===== config.mk =====
export PLATFORM = sky130hd
export DESIGN_NAME = instruction_fetch_flat
export DESIGN_NICKNAME = d
export VERILOG_FILES = /design/src/rtl/instruction_fetch_if.sv /design/src/rtl/instruction_fetch.sv /design/src/flat_wrapper.sv
export SDC_FILE = /design/constraint.sdc
export NUM_CORES = 1
export LEC_CHECK = 0
export ABC_AREA = 1
export ABC_CLOCK_PERIOD_IN_PS = 7700
export CORE_ASPECT_RATIO = 0.9
export CORE_MARGIN = 5
export CORE_UTILIZATION = 60
export CTS_BUF_LIST = sky130_fd_sc_hd__clkbuf_2
export CTS_CLUSTER_DIAMETER = 100
export DETAILED_ROUTE_END_ITERATION = 6
export GPL_TIMING_DRIVEN = 0
export PLACE_DENSITY = 0.83
export SYNTH_ARGS = -nofsm -noshare
export SYNTH_HDL_FRONTEND = slang
export SYNTH_SLANG_ARGS = --single-unit

===== constraint.sdc =====
create_clock -name clock -period 7.7 [get_ports clock]
set_clock_uncertainty 0.15 [all_clocks]
set_input_delay 1.155 -clock clock [delete_from_list [all_inputs] [get_ports clock]]
set_output_delay 1.155 -clock clock [all_outputs]
set_load 0.02 [all_outputs]

===== src/rtl/instruction_fetch_if.sv =====
// Instruction-memory request/response bus for instruction_fetch.
// master = fetch unit, slave = instruction memory.
interface instruction_fetch_if;
  logic        imemReqValid;
  logic        imemReqReady;
  logic [63:0] imemReqAddr;
  logic        imemRspValid;
  logic [31:0] imemRspData;

  modport master (
    output imemReqValid,
    output imemReqAddr,
    input  imemReqReady,
    input  imemRspValid,
    input  imemRspData
  );

  modport slave (
    input  imemReqValid,
    input  imemReqAddr,
    output imemReqReady,
    output imemRspValid,
    output imemRspData
  );
endinterface


===== src/rtl/instruction_fetch.sv =====
// Instruction fetch: in-order imem requests, tagged response FIFO,
// redirect drain. Optional HLT stop enabled by macro FETCH_HALT_EN.
module instruction_fetch #(
  parameter logic [63:0] RESET_PC   = 64'h0,
  parameter int          FIFO_DEPTH = 4
) (
  input  logic                clock,
  input  logic                reset,
  instruction_fetch_if.master imem,
  output logic [31:0]         instruction,
  output logic [63:0]         instrPC,
  output logic                instrValid,
  input  logic                instrReady,
  input  logic                redirect,
  input  logic [63:0]         redirectTarget,
  output logic                halted
);

  localparam int AW = $clog2(FIFO_DEPTH);
  localparam int PW = AW + 1;
  localparam logic [PW:0] DEPTH_C = (PW+1)'(FIFO_DEPTH);
  localparam logic [63:0] PC_INIT = RESET_PC & ~64'h3;

  typedef struct packed {
    logic [63:0] pc;
    logic [31:0] word;
  } fq_t;

`ifdef FETCH_HALT_EN
  localparam logic [31:0] HLT = 32'hD4400000;
  typedef enum logic [1:0] {
    IDLE, FETCH, DRAIN, HALT
  } state_t;
`else
  typedef enum logic [1:0] {
    IDLE, FETCH, DRAIN
  } state_t;
`endif

  state_t state;
  state_t state_nx;

  logic [63:0] fetch_pc;
  logic [63:0] target;

  fq_t         fq [FIFO_DEPTH];
  logic [63:0] tq [FIFO_DEPTH];

  logic [PW-1:0] wp;
  logic [PW-1:0] rp;
  logic [AW-1:0] twp;
  logic [AW-1:0] trp;

  logic [PW-1:0] inflight;
  logic [PW-1:0] inflight_nx;
  logic [PW-1:0] discard;
  logic [PW-1:0] discard_nx;
  logic [PW-1:0] count;
  logic [PW:0]   occ;

  logic req_fire;
  logic rsp_acc;
  logic pop;
  logic redir;
  logic fq_wr;
  logic empty;
  logic hlt_pop;
  fq_t  head;

  assign target = redirectTarget & ~64'h3;

  assign count = wp - rp;
  assign empty = (wp == rp);
  assign occ   = {1'b0, count} + {1'b0, inflight};
  assign head  = fq[rp[AW-1:0]];

  assign imem.imemReqValid = (state == FETCH) &&
                             (occ < DEPTH_C);
  assign imem.imemReqAddr  = fetch_pc;

  assign req_fire = imem.imemReqValid & imem.imemReqReady;
  assign rsp_acc  = imem.imemRspValid & (inflight != '0);

  assign instrValid  = ~empty & (state == FETCH);
  assign instruction = instrValid ? head.word : '0;
  assign instrPC     = instrValid ? head.pc   : '0;
  assign pop         = instrValid & instrReady;

  assign redir = redirect &
                 ((state == FETCH) | (state == DRAIN));

  assign fq_wr = rsp_acc & (state == FETCH) &
                 ~redir & (discard == '0);

  assign inflight_nx = inflight + PW'(req_fire) -
                       PW'(rsp_acc);

`ifdef FETCH_HALT_EN
  assign hlt_pop = pop & (head.word == HLT);
  assign halted  = (state == HALT);
`else
  assign hlt_pop = 1'b0;
  assign halted  = 1'b0;
`endif

  // Stale-response count: reload on redirect, tick down per drop.
  always_comb begin
    discard_nx = discard;
    if (redir)
      discard_nx = inflight_nx;
    else if (rsp_acc && discard != '0)
      discard_nx = discard - PW'(1);
  end

  // Next-state decode for the fetch FSM.
  always_comb begin
    state_nx = state;
    unique case (state)
      IDLE:
        state_nx = FETCH;
      FETCH: begin
        if (hlt_pop)
          state_nx = state_t'(2'd3);
        else if (redir && inflight_nx != '0)
          state_nx = DRAIN;
      end
      DRAIN: begin
        if (discard_nx == '0)
          state_nx = FETCH;
      end
`ifdef FETCH_HALT_EN
      HALT:
        state_nx = HALT;
`endif
      default:
        state_nx = IDLE;
    endcase
  end

  // FSM, fetch PC, FIFO/tag pointers and counters.
  always_ff @(posedge clock or posedge reset) begin
    if (reset) begin
      state    <= IDLE;
      fetch_pc <= PC_INIT;
      wp       <= '0;
      rp       <= '0;
      twp      <= '0;
      trp      <= '0;
      inflight <= '0;
      discard  <= '0;
    end else begin
      state    <= state_nx;
      inflight <= inflight_nx;
      discard  <= discard_nx;
      if (req_fire)
        twp <= twp + AW'(1);
      if (rsp_acc)
        trp <= trp + AW'(1);
      if (redir) begin
        fetch_pc <= target;
        wp       <= '0;
        rp       <= '0;
      end else begin
        if (req_fire)
          fetch_pc <= fetch_pc + 64'd4;
        if (fq_wr)
          wp <= wp + PW'(1);
        if (pop)
          rp <= rp + PW'(1);
      end
    end
  end

  // Tag queue and fetch buffer storage.
  always_ff @(posedge clock) begin
    if (req_fire)
      tq[twp] <= fetch_pc;
    if (fq_wr)
      fq[wp[AW-1:0]] <= '{pc:   tq[trp],
                          word: imem.imemRspData};
  end

endmodule


===== src/flat_wrapper.sv =====
// flat-port wrapper written by rule: the top's interface ports become plain ports
module instruction_fetch_flat 
#(
  parameter logic [63:0] RESET_PC   = 64'h0,
  parameter int          FIFO_DEPTH = 4
)
  (clock, reset, instruction, instrPC, instrValid, instrReady, redirect, redirectTarget, halted, imem_imemReqValid, imem_imemReqAddr, imem_imemReqReady, imem_imemRspValid, imem_imemRspData);
  instruction_fetch_if imem_i ();
  input  logic clock;
  input  logic reset;
  output logic [31:0] instruction;
  output logic [63:0] instrPC;
  output logic instrValid;
  input  logic instrReady;
  input  logic redirect;
  input  logic [63:0] redirectTarget;
  output logic halted;
  output wire logic [$bits(imem_i.imemReqValid)-1:0] imem_imemReqValid;
  output wire logic [$bits(imem_i.imemReqAddr)-1:0] imem_imemReqAddr;
  input wire logic [$bits(imem_i.imemReqReady)-1:0] imem_imemReqReady;
  input wire logic [$bits(imem_i.imemRspValid)-1:0] imem_imemRspValid;
  input wire logic [$bits(imem_i.imemRspData)-1:0] imem_imemRspData;
  assign imem_imemReqValid = imem_i.imemReqValid;
  assign imem_imemReqAddr = imem_i.imemReqAddr;
  assign imem_i.imemReqReady = imem_imemReqReady;
  assign imem_i.imemRspValid = imem_imemRspValid;
  assign imem_i.imemRspData = imem_imemRspData;
  instruction_fetch #(.RESET_PC(RESET_PC), .FIFO_DEPTH(FIFO_DEPTH)) u_core (.clock(clock), .reset(reset), .imem(imem_i), .instruction(instruction), .instrPC(instrPC), .instrValid(instrValid), .instrReady(instrReady), .redirect(redirect), .redirectTarget(redirectTarget), .halted(halted));
endmodule

==> impl_metrics.csv <==
group,metric,value,unit
timing,slew_headroom,0.2772,
route,vias_per_cell,6.015,
cts,htree_levels,4,
cells_and_area,nets,3254,
die,design.die.area,0.05431,mm^2
yosys,synth_cells,2677,
flow_run,cap_violations,0,
timing,grt_setup_unrepaired,"no",
setup_path,regToRegEndpoint,"u_core.tq[3][45]",
yosys,netlist.area_leader.share,0.6279,
yosys,syn_avg_cell_area,11.15,um^2
cts,cts_hold_buffers,0,
timing,min_period,6.590,ns
pwr,powerDensity,338.0,mW/mm^2
die,coreArea,0.04913,mm^2
place,dp_hpwl,61350,um
cts,clock_latency,1.36,ns
place,globalplace.congestion,0.9855,
yosys,ys_ff_latch,704,
die,chipHeight,221.6,um
timing,fin_hold_ws,0.1158,ns
cts,clockBufferDepth,3,
die,die_w,245.1,um
place,port_buffers,257,
timing,setup_viol,0,
setup_path,worstRegToRegCells,12,
die,rows,77,
cts,cts_inserted_buffers,164,
setup_path,crit_required,6.39,ns
timing,min_period_over_period,0.8558,
timing,hold_viol,0,
yosys,ys_seq_area_frac,0.6950,
global_route,grt_antenna_before_repair,2,
route,drtIter0Drc,2808,
yosys,synth.largest_area_cell,"edfxtp_1",
yosys,synth_cell_types,45,
timing,final_max_slew_viol_count,0,
setup_path,cp-end-kind,"output pin",
route,drc_errors,0,
timing,fin_setup_tns,0,ns
place,dpl-instance-area,0.03380,mm^2
die,start_util,0.6074,
route,firstDrtPassIters,6,
global_route,grt_pass1_wl,133100,um
global_route,grt_max_degree,44,
route,wl,88790,um
cells_and_area,stdcell_area,0.03533,mm^2
setup_path,startpoint_type,"flop",
setup_path,worst-path-max-fanout,11,
yosys,synth_flop_cell,"edfxtp_1",
global_route,overflow,0,
cells_and_area,area_delta_synth_final,18.38,%
cts,cts_tree,"yes",
global_route,grt_pass1_vias,23180,
cts,cts_setup_buffers,0,
pwr,p_leak,12.69,nW
setup_path,r2r_setup_slack,2.63,ns
yosys,synthTopCellsByArea,"edfxtp_1 (63%), nor2_1 (8.5%), dfrtp_1 (6.7%)",
cts,cts.clk_slew.worst_paths,0.11,ns
setup_path,critical_path_arrival,5.28,ns
yosys,async_reset_ff_frac,0.1136,
cells_and_area,fin_util,0.7190,
cts,cts_resized,0,
worst_hold_path,min_path_type,"input pin to async pin",
cells_and_area,drive_above_1_share,0.1176,
pwr,max-vdd-ir-drop,0.2914,mV
setup_path,r2r-start,"u_core.rp[1]",
route,vias,23380,
timing,fmax,151.8,MHz
yosys,ys_warn_count,0,
route,final_antenna_net_count,0,
setup_path,path_class,"flop to output pin",
timing,tightest_slew,1.084,ns
cts,root_buffer,"clkbuf_2",
yosys,synth_area,0.02984,mm^2
route,wl_per_cell,22.84,um
global_route,grt.total_usage,0.3206,
cts,clock_sinks,704,
die,ios,265,
yosys,synth_edf_count,624,
outcome,status,"completed",
## flip-flops by register name (all words and copies together), names as in the netlist
register,flops
u_core.fq,376
u_core.discard,3
u_core.state,2
u_core.wp,3
u_core.twp,2
u_core.rp,3
u_core.trp,2
u_core.imem.imemReqAddr,62
u_core.tq,248
u_core.inflight,3
## cells in the mapped netlist (4+ instances only)
cell type,number
dfrtp_1,80
clkbuf_1,91
nor2_2,11
o21ai_1,13
nand4_1,25
edfxtp_1,624
o21ai_0,360
buf_4,6
xor2_1,16
buf_2,31
ha_1,23
nor3_1,29
inv_2,7
a21oi_1,104
nor2_4,7
nand2_1,252
nor2_1,673
nand2_2,4
xnor2_1,7
inv_1,103
nand3_2,4
nor3_2,8
buf_1,11
o211ai_1,7
o22ai_1,72
nand3_1,77
## worst max path at each step
stage                       from            to  slack (ns)
6_report            u_core.rp[1]   instrPC[38]        1.11
5_1_grt             u_core.rp[1]   instrPC[38]        0.96
4_1_cts             u_core.rp[1]   instrPC[38]        1.15
3_5_place_dp        u_core.rp[1]   instrPC[38]        2.57
3_3_place_gp   imem_imemRspValid  u_core.wp[2]       -2.42
2_1_floorplan           redirect  u_core.wp[2]        1.26
## cells by family (layout without fill, tap and decap cells)
logic type / Yosys count / after routing / share of synthesized area
compound gates: 565 / 565 / 0.09928
xor+xnor: 23 / 23 / 0.006750
fa+ha+maj: 25 / 25 / 0.01098
buf+inv: 257 / 824 / 0.03526
flops: 704 / 704 / 0.6950
other cells: 1 / 12 / 0.0001257
simple gates: 1102 / 1102 / 0.1527
## metrics by stage
stage	setup slack, ns	total power (W)	cells
3_3_place_gp	-2.424	0.009256	3570
2_1_floorplan	1.255	0.007602	2681
5_1_grt	0.9644	0.01251	3887
4_1_cts	1.147	0.01183	3880
3_5_place_dp	2.570	0.009440	3593
6_report	1.110	0.01194	3887
## cell type report
type,instances,area [um^2]
Sequential cell,704,20740
Fill cell,3319,13800
Multi-Input combinational cell,1720,8127
Timing Repair Buffer,280,3093
Clock buffer,250,1251
Tap cell,632,790.8
Buffer,143,621.8
Inverter,114,432.9
Clock inverter,37,256.5
Antenna cell,7,17.52
## power by group
group	internal, W	leakage [nW]	switching (W)
clock network	0.000988	1.16	0.00147
logic	0.00122	4.93	0.00270
registers	0.00495	6.60	0.000620
total	0.00716	12.7	0.00479
## critical path: stages, from the launching register on
cell             delay (ns)
dfrtp_1                0.42
buf_2                  0.21
clkinv_1               0.15
clkbuf_1               0.83
ha_1                   0.38
a31oi_1                0.34
inv_2                  0.18
buf_2                  0.26
buf_2                  0.23
a21oi_1                0.30
clkdlybuf4s50_1        0.68
## cells in the final DEF (no fill, tap or decap), drive strengths merged, types with 3 or more instances in the layout
cell type	count
conb	5
o22ai	72
a31oi	3
and2	3
inv	113
xnor2	7
nand3b	3
nand3	81
dfrtp	80
ha	23
bufinv	4
clkinv	33
xor2	16
nand4	25
o211ai	7
diode	7
edfxtp	624
clkdlybuf4s50	257
or2	3
nor3	37
nor2	691
nand2	258
a21oi	104
o21ai	374
clkbuf	342
buf	74
## layer usage
layer / wire, um / track usage
met3: 9981 / 0.07160
met1: 34010 / 0.4440
met2: 41670 / 0.5010
met5: 0 / 0
met4: 3120 / 0.1301
(Power assumes the default switching activity.)
